File: config.mk
export PLATFORM = sky130hd
export DESIGN_NAME = regfile_wb_arbiter
export DESIGN_NICKNAME = d
export VERILOG_FILES = /design/src/rtl/regfile_wb_arbiter.sv
export SDC_FILE = /design/constraint.sdc
export NUM_CORES = 1
export LEC_CHECK = 0
export ABC_AREA = 0
export CORE_ASPECT_RATIO = 1.25
export CORE_UTILIZATION = 48
export CTS_BUF_LIST = sky130_fd_sc_hd__clkbuf_8 sky130_fd_sc_hd__clkbuf_16
export DETAILED_ROUTE_END_ITERATION = 16
export PLACE_DENSITY_LB_ADDON = 0.1
export SETUP_SLACK_MARGIN = 0.4
export SKIP_CTS_REPAIR_TIMING = 1
export SLEW_MARGIN = 10
export SYNTH_ARGS = -nofsm -noshare
export SYNTH_HDL_FRONTEND = slang
export SYNTH_SLANG_ARGS = --single-unit
File: constraint.sdc
create_clock -name clk -period 6.95 [get_ports clk]
set_input_delay 1.39 -clock clk [delete_from_list [all_inputs] [get_ports clk]]
set_output_delay 1.39 -clock clk [all_outputs]
set_load 0.01 [all_outputs]
File: src/rtl/regfile_wb_arbiter.sv
// Round-robin arbiter sharing the register-file write port among NUM_REQ writeback
// sources, with a pending-write scoreboard for RAW hazard detection. Option: ZERO_REG_PROTECT_EN.
module regfile_wb_arbiter #(
    parameter int unsigned NUM_REQ = 3,
    parameter int unsigned DATA_W  = 32,
    parameter int unsigned ADDR_W  = 5
) (
    input  logic                      clk,
    input  logic                      rst_n,
    input  logic [NUM_REQ-1:0]        req_valid,
    input  logic [NUM_REQ*ADDR_W-1:0] req_addr,
    input  logic [NUM_REQ*DATA_W-1:0] req_data,
    output logic [NUM_REQ-1:0]        req_ready,
    input  logic                      issue_valid,
    input  logic [ADDR_W-1:0]         issue_addr,
    input  logic [ADDR_W-1:0]         query_addr1,
    input  logic [ADDR_W-1:0]         query_addr2,
    output logic                      busy1,
    output logic                      busy2,
    output logic                      RegWrt,
    output logic [ADDR_W-1:0]         WriteReg,
    output logic [DATA_W-1:0]         WriteData,
    output logic [2:0]                grant_id
);
    localparam int unsigned SB_DEPTH = 2 ** ADDR_W;

    logic [2:0]          rr_ptr_q, rr_ptr_d;
    logic [2:0]          gnt_idx;
    logic                gnt_found;
    logic                xfer;
    logic [NUM_REQ-1:0]  ready_d;
    logic [ADDR_W-1:0]   sel_addr;
    logic [DATA_W-1:0]   sel_data;
    logic                wr_en;
    logic                set_en;

    logic                regwrt_q;
    logic [ADDR_W-1:0]   writereg_q;
    logic [DATA_W-1:0]   writedata_q;
    logic [2:0]          grant_q;
    logic [SB_DEPTH-1:0] sb_q, sb_d;

    // Scan offsets from rr_ptr; the first valid requester in rotated order wins.
    always_comb begin
        gnt_found = 1'b0;
        gnt_idx   = '0;
        for (int unsigned i = 0; i < NUM_REQ; i++) begin
            for (int unsigned j = 0; j < NUM_REQ; j++) begin
                if (!gnt_found && req_valid[j] && (((32'(rr_ptr_q) + i) % NUM_REQ) == j)) begin
                    gnt_found = 1'b1;
                    gnt_idx   = 3'(j);
                end
            end
        end
    end

    always_comb begin
        ready_d  = '0;
        sel_addr = '0;
        sel_data = '0;
        for (int unsigned j = 0; j < NUM_REQ; j++) begin
            if (gnt_idx == 3'(j)) begin
                ready_d[j] = gnt_found & rst_n;
                sel_addr   = req_addr[j*ADDR_W +: ADDR_W];
                sel_data   = req_data[j*DATA_W +: DATA_W];
            end
        end
    end

    assign xfer     = gnt_found & rst_n;
    assign rr_ptr_d = (32'(gnt_idx) == NUM_REQ - 1) ? 3'd0 : gnt_idx + 3'd1;

`ifdef ZERO_REG_PROTECT_EN
    assign wr_en  = (sel_addr != '0);
    assign set_en = issue_valid && (issue_addr != '0);
    assign busy1  = sb_q[query_addr1] && (query_addr1 != '0);
    assign busy2  = sb_q[query_addr2] && (query_addr2 != '0);
`else
    assign wr_en  = 1'b1;
    assign set_en = issue_valid;
    assign busy1  = sb_q[query_addr1];
    assign busy2  = sb_q[query_addr2];
`endif

    // Set is applied after clear so a re-issued destination stays outstanding.
    always_comb begin
        sb_d = sb_q;
        if (regwrt_q) sb_d[writereg_q] = 1'b0;
        if (set_en)   sb_d[issue_addr] = 1'b1;
    end

    always_ff @(posedge clk or negedge rst_n) begin
        if (!rst_n) begin
            rr_ptr_q    <= '0;
            regwrt_q    <= 1'b0;
            writereg_q  <= '0;
            writedata_q <= '0;
            grant_q     <= '0;
            sb_q        <= '0;
        end else begin
            sb_q <= sb_d;
            if (xfer) begin
                rr_ptr_q    <= rr_ptr_d;
                regwrt_q    <= wr_en;
                writereg_q  <= sel_addr;
                writedata_q <= sel_data;
                grant_q     <= gnt_idx;
            end else begin
                regwrt_q    <= 1'b0;
            end
        end
    end

    assign req_ready = ready_d;
    assign RegWrt    = regwrt_q;
    assign WriteReg  = writereg_q;
    assign WriteData = writedata_q;
    assign grant_id  = grant_q;
endmodule

==> results.md, run 1 <==
- Outcome: finished clean
- Switching fraction of total power: 46.6%
- Most numerous cell in the Yosys netlist: o21ai_0
- Final Critical Period: between 6 and 7 ns
- Switching power total: slightly above 2 mW
- Worst IR drop on VDD: between 300 and 400 uV
- Crit. End Element: output port
- Critical path fanouts, max: 10
- Register bit count reported by yosys: 75
- Yosys cell types: 75
- Pwr Total: roughly 4.3 mW
- Power share of the clock group: 12.0%
- Leakage dissipation: approximately 2.9 nW
- Design internal power: between 2 and 2.5 mW
- CTS root buf: clkbuf_16
- Final number of hold-violating endpoints: 0
- DRC: 0
- Buffers added on ports: about 180
- Initial antenna violation count: 0
- Layout cells sized above 1: between 10 and 15%
- Launching element type of the critical path: flip-flop
- Arrival @ worst endpoint: 4.93 ns
- Worst-Skew Late Latency: approximately 0.34 ns
- Unrepaired setup endpoints after global routing: no
- Final worst-path setup slack: around 0.63 ns
- Placeable core area: 11700 um^2
- Synth Flop Type: dfrtp_1
- Global-route usage over all layers: a little under a third
- Top cells by area, synth: dfrtp_1 (32%), mux4_2 (7.7%), mux2i_1 (7.1%)
- Register area share after synthesis: between 30% and 40%
- Cell area power density: 538 nW/um^2
- Floorplan die area: around 13000 um^2
- Async set or reset register ratio after synthesis: 100%
- Commonest cells post-synth: o21ai_0 (76), dfrtp_1 (75), a21oi_1 (48), mux2i_1 (41)
- Share of Yosys cell area claimed by the top area cell type: between 30% and 40%
- Number of rows in the core area: 44
- Worst Tran Pin Value: 0.868 ns
- Clock input transition at the sequential cells of the worst setup and hold paths: roughly 0.06 ns
- Required time worst endpoint: 5.56 ns
- Routed vias/inst: ~6.4
- Class of the most critical setup path: flip-flop to output port
- Number of levels the H-tree was split into: 3
- Cell type with the largest total area after synthesis: dfrtp_1
- TritonCTS clock tree: built
- HPWL Detailed: 13800 um
- First-pass GRT wire length: a little over 30000 um
- DIE HEIGHT: about 130 um
- Number of detailed-routing iterations run before antenna repair: 5
- Max Clk Rate: ~160 MHz
- Path type of the worst min-delay path: flip-flop to flip-flop
- Sum of overflow across all layers after global routing: 0
- Final clock skew: between 0.007 and 0.008 ns
- Final cycle utilization of the critical path: between 90% and 100%
- Final routed wirelength across all metal layers: about 19000 um
- Number of instances in the synthesized netlist: between 600 and 700
- Clock buffer depth: 2
- Antenna diode instance count: 0
- Pin count of the biggest net entering global routing: 69
- Final Core Density: slightly below 70%
- Drt initial violations: between 300 and 400
- Worst slew margin relative to its limit: around 42%
- Layout net count: approximately 910
- Setup slack at placement: roughly 0.38 ns
- Avg Cell Area, Syn: 9.64 um^2
- Count of antenna-violating nets left after detailed routing: 0
- Number of warnings issued by yosys: 0
- Synthesized netlist net count: between 700 and 800
- WL per Instance: 20.7 um
- Combinational group share of total power: 68.8%
- Setup violations, final: 0
- Via count of the first global-routing pass: 5971
- Synthesized area: ~5800 um^2
- Slew Limit Fails: 0
- TritonCTS sink count: between 70 and 80
- Die span in x: about 100 um
- Global placement routability congestion: 0.917
- Inserted Clock Buffers: 9
- Count of flip-flops with a built-in enable after synthesis: 0
- Area growth syn-to-layout: 38.2%
- Effective utilization at floorplan: between 40% and 50%
- Routed via count: between 5000 and 6000
- Count of pins on the block boundary: 178
- Number of max-cap violations: 0
- Sequential power share: a little under 20%
## cells by family (layout without fill, tap and decap cells)
kind of cell	count (synthesis)	in the layout	synth area share, %
AO/OA/AOI/OAI	230	230	25.7
flip-flops	75	75	32.2
other	1	1	0.0644
AND/OR/NAND/NOR	148	148	16.6
adder cells (fa/ha/maj)	19	19	4.08
multiplexers	64	64	15.4
buffers and inverters	64	225	5.46
XOR/XNOR	3	3	0.452
## cell usage in the layout, fill, tap and decap left out, types with 3 or more instances in the layout
cell             count
and2_1               3
a211oi_1             5
o311a_1              4
and3_1               3
clkbuf_16            9
o31ai_1             39
o22ai_1              4
nor3_1               4
or2_2                3
ha_2                 4
or4_1                3
inv_1               13
nand2_1             18
nand3_1              8
o31a_1               6
clkdlybuf4s50_1    175
o211ai_1             7
nand3b_1            11
dfrtp_1             73
a31oi_1              4
buf_4               19
a21o_1               7
mux4_2              20
a21oi_1             46
mux2_2               3
or3_1                3
nand4b_1            39
o21ai_0             76
ha_1                14
nor2_1              23
nand2b_1             6
or3b_2               4
nor2b_1              4
mux2i_1             41
## power by group through the flow
stage	clock network, mW	logic (mW)	registers (mW)
3_5_place_dp	0	2.85	0.834
3_3_place_gp	0	2.79	0.817
6_report	0.518	2.97	0.832
2_1_floorplan	0	2.02	0.829
5_1_grt	0.545	3.23	0.856
4_1_cts	0.525	2.86	0.830
## stage by stage
stage / setup TNS [ns] / hold slack [ns] / cells / instance area, um^2
global placement: 0 / 0.482 / 905 / 7620
finish: 0 / 0.497 / 926 / 8040
floorplan: 0 / 0.481 / 604 / 5820
global route: 0 / 0.519 / 926 / 8040
CTS: -0.0503 / 0.505 / 921 / 7950
detailed placement: 0 / 0.493 / 905 / 7620
## worst paths after layout
| kind | from | slack, ns | to | cells past startpoint |
|---|---|---|---|---|
| hold / removal | grant_id[0] | 0.50 | grant_id[0] | 2 |
| setup reg to reg | rr_ptr_q[1] | 1.94 | WriteData[31] | 18 |
| max in group asynchronous | rst_n | 4.91 | rr_ptr_q[1] | 2 |
| hold reg to reg | grant_id[0] | 0.50 | grant_id[0] | 2 |
| min in group asynchronous | rst_n | 0.89 | rr_ptr_q[0] | 1 |
| setup / recovery | rr_ptr_q[1] | 0.63 | req_ready[1] | 17 |
## routing by layer
layer	vias up	GRT usage [%]	wire (um)
met5	-	0	0
met4	0	13.3	693
met3	58	5.65	1190
met2	276	56.4	10200
met1	2911	34.8	7090
li1	2681	-	-
## worst max-delay path: stages, from the launching register on
cell and delay [ns]:
dfrtp_4 0.54, ha_2 0.22, xnor2_2 0.28, a21oi_2 0.09, ha_2 0.22, ha_2 0.22, a21o_1 0.18, a21o_1 0.19
a32oi_4 0.27, ha_4 0.22, o311ai_0 0.15, a2111oi_1 0.31, o211ai_1 0.23, or2_2 0.31, o31a_1 0.31, o31ai_4 0.11
and2_1 0.19, clkdlybuf4s50_1 0.53
## layout make-up
type | count | area [um^2]
fill | 954 | 3680
multi-input combinational | 465 | 3670
timing repair buffer | 195 | 1910
sequential | 75 | 1880
clock buffer | 10 | 239
tap | 161 | 201
clock inverter | 6 | 88.8
inverter | 14 | 52.6
## state kept, by name, summed over array words and instances, names as in the netlist
register   count
WriteReg       5
RegWrt         1
grant_id       2
WriteData     32
rr_ptr_q       3
sb_q          32
Note: power is estimated with default switching activity, not from simulation.
==> run 2, diff against run 1 <==
- CORE_UTILIZATION: 48 -> 44
- clock period: 6.95 -> 5.4 ns (I/O delays scaled with it)
==> run 2 against run 1 <==
  * Routed wire length grew 7.6%
  * Critical path depth rose by 2
  * Combinational power increased by 47%
  * Design area is 6.2% higher
==> results.md, run 2 (synthesis results as in run 1) <==
- Leakage dissipation: around 3.1 nW
- Sum of overflow across all layers after global routing: 0
- First-pass GRT wire length: roughly 32000 um
- Layout cells sized above 1: a little under a fifth
- Final Critical Period: ~5 ns
- Setup slack at placement: -0.0791 ns
- End point of the most critical hold path: grant_id[0]
- Final number of hold-violating endpoints: 0
- Filler cell count in the final layout: between 1000 and 1500
- WHS Path Cells: 2
- Routed vias/inst: 6.29
- Floorplan die area: 13700 um^2
- # placed instances: about 940
- Multi-input logic area: between 3000 and 4000 um^2
- DIE HEIGHT: 131 um
- Final cycle utilization of the critical path: a little over nine tenths
- CTS root buf: clkbuf_16
- Global-route usage over all layers: between 20% and 30%
- Number of max-cap violations: 0
- Effective utilization at floorplan: a little under half
- Final worst-path setup slack: 0.325 ns
- Most common cell after layout, fill and taps aside: clkdlybuf4s50_1
- Slew Limit Fails: 0
- Pin count of the biggest net entering global routing: between 50 and 60
- Layout net count: ~950
- Number of levels the H-tree was split into: 3
- HPWL Detailed: 14900 um
- Worst-Skew Late Latency: between 0.3 and 0.4 ns
- Cell area power density: roughly 700 nW/um^2
- Final Core Density: around 67%
- Class of the most critical setup path: flip-flop to output port
- Worst reg2reg path endpoint: WriteData[16]
- Placeable core area: around 13000 um^2
- Unrepaired setup endpoints after global routing: yes
- Drt initial violations: 373
- Worst flop-to-flop path startpoint: rr_ptr_q[1]
- Routed via count: a little over 6000
- TritonCTS sink count: 75
- Final routed wirelength across all metal layers: 20600 um
- Global placement routability congestion: 0.878
- Footprint of the flip-flops and latches: ~1900 um^2
- Crit. End Element: output port
- Max Clk Rate: approximately 200 MHz
- Number of rows in the core area: 46
- Min-delay src: grant_id[0]
- Antenna diode instance count: 0
- Area growth syn-to-layout: 46.7%
- Required time worst endpoint: ~4.3 ns
- WL per Instance: 21.3 um
- Initial antenna violation count: 0
- Worst reg2reg path depth: 18
- Inserted Clock Buffers: 9
- Final clock skew: 0.00577 ns
- Path type of the worst min-delay path: flip-flop to flip-flop
- Clock input transition at the sequential cells of the worst setup and hold paths: approximately 0.060 ns
- Number of detailed-routing iterations run before antenna repair: 5
- Critical path fanouts, max: 5
- TritonCTS clock tree: built
- Final std cells w/o fill: 969
- Via count of the first global-routing pass: 5981
- Pwr Total: between 6 and 7 mW
- Worst Tran Pin Value: 0.670 ns
- Most frequent cells in the layout: clkdlybuf4s50_1 (172), o21ai_0 (76), dfrtp_1 (73), buf_4 (52), a21oi_1 (45)
- Worst IR drop on VDD: a little under 900 uV
- Buffers added on ports: around 180
- Count of pins on the block boundary: 178
- Outcome: finished clean
- Launching element type of the critical path: flip-flop
- Count of antenna-violating nets left after detailed routing: 0
- Die span in x: 105 um
- Worst slew margin relative to its limit: a little under three fifths
- Arrival @ worst endpoint: approximately 4.0 ns
- Clock buffer depth: 2
- Setup violations, final: 0
- Register-to-register path setup slack: 1.02 ns
- DRC: 0
[run 2: changes by cell type in the layout (fill, tap and decap cells not counted), sizes merged]
cell	delta
buf	+38
bufinv	-1
clkdlybuf4s50	-3
clkinv	+1
inv	+1
[run 2: final cells by class]
type | instances | share of cell area (%)
multi-input cells | 465 | 45.7
repair buffers | 231 | 25.7
flip-flops and latches | 75 | 22.0
clock buffers | 9 | 2.64
well taps | 168 | 2.46
clock inverters | 7 | 0.894
inverters | 14 | 0.615
[run 2: worst max path at each step]
stage	from	endpoint	slack (ns)	cells past startpoint
final	rr_ptr_q[1]	req_ready[1]	0.32	19
after CTS	rr_ptr_q[1]	req_ready[0]	-0.45	17
after detailed placement	rr_ptr_q[1]	req_ready[0]	-0.08	17
after global routing	rr_ptr_q[1]	req_ready[1]	0.15	19
after floorplan	rr_ptr_q[1]	req_ready[2]	0.42	17
after global placement	rr_ptr_q[1]	req_ready[0]	0.07	17
[run 2: metal layers]
layer  global-route usage (%)  share of wire, %
met5                        0                 0
met4                     11.1               2.3
met3                     5.01               7.2
met2                     51.0                51
met1                     36.5                39
[run 2: per-stage QoR]
step / TNS [ns] / hold slack, ns / area [um^2]
finish: 0 / 0.516 / 8540
global route: 0 / 0.530 / 8540
CTS: -1.10 / 0.520 / 8200
floorplan: 0 / 0.481 / 5930
detailed placement: -0.0813 / 0.501 / 7900
global placement: 0 / 0.484 / 7900
[run 2: report_power, final]
group	leakage, nW	internal [mW]	switching, mW	total [mW]
Sequential	0.794	0.861	0.199	1.06
Combinational	2.17	1.99	2.37	4.36
Clock	0.142	0.360	0.255	0.615
Total	3.10	3.21	2.83	6.04
[run 2: worst max-delay path: stages (launching register included)]
cell and delay (ns):
dfrtp_2 0.46, ha_4 0.20, xnor2_4 0.20, a21oi_2 0.08
ha_4 0.17, ha_4 0.17, a21o_1 0.17, a21o_1 0.18
a32oi_4 0.24, ha_4 0.19, buf_4 0.15, a211o_1 0.17
nor2_2 0.07, mux2_4 0.32, o211ai_1 0.23, and3_4 0.26
buf_6 0.11, inv_2 0.03, and2_4 0.14, buf_6 0.12
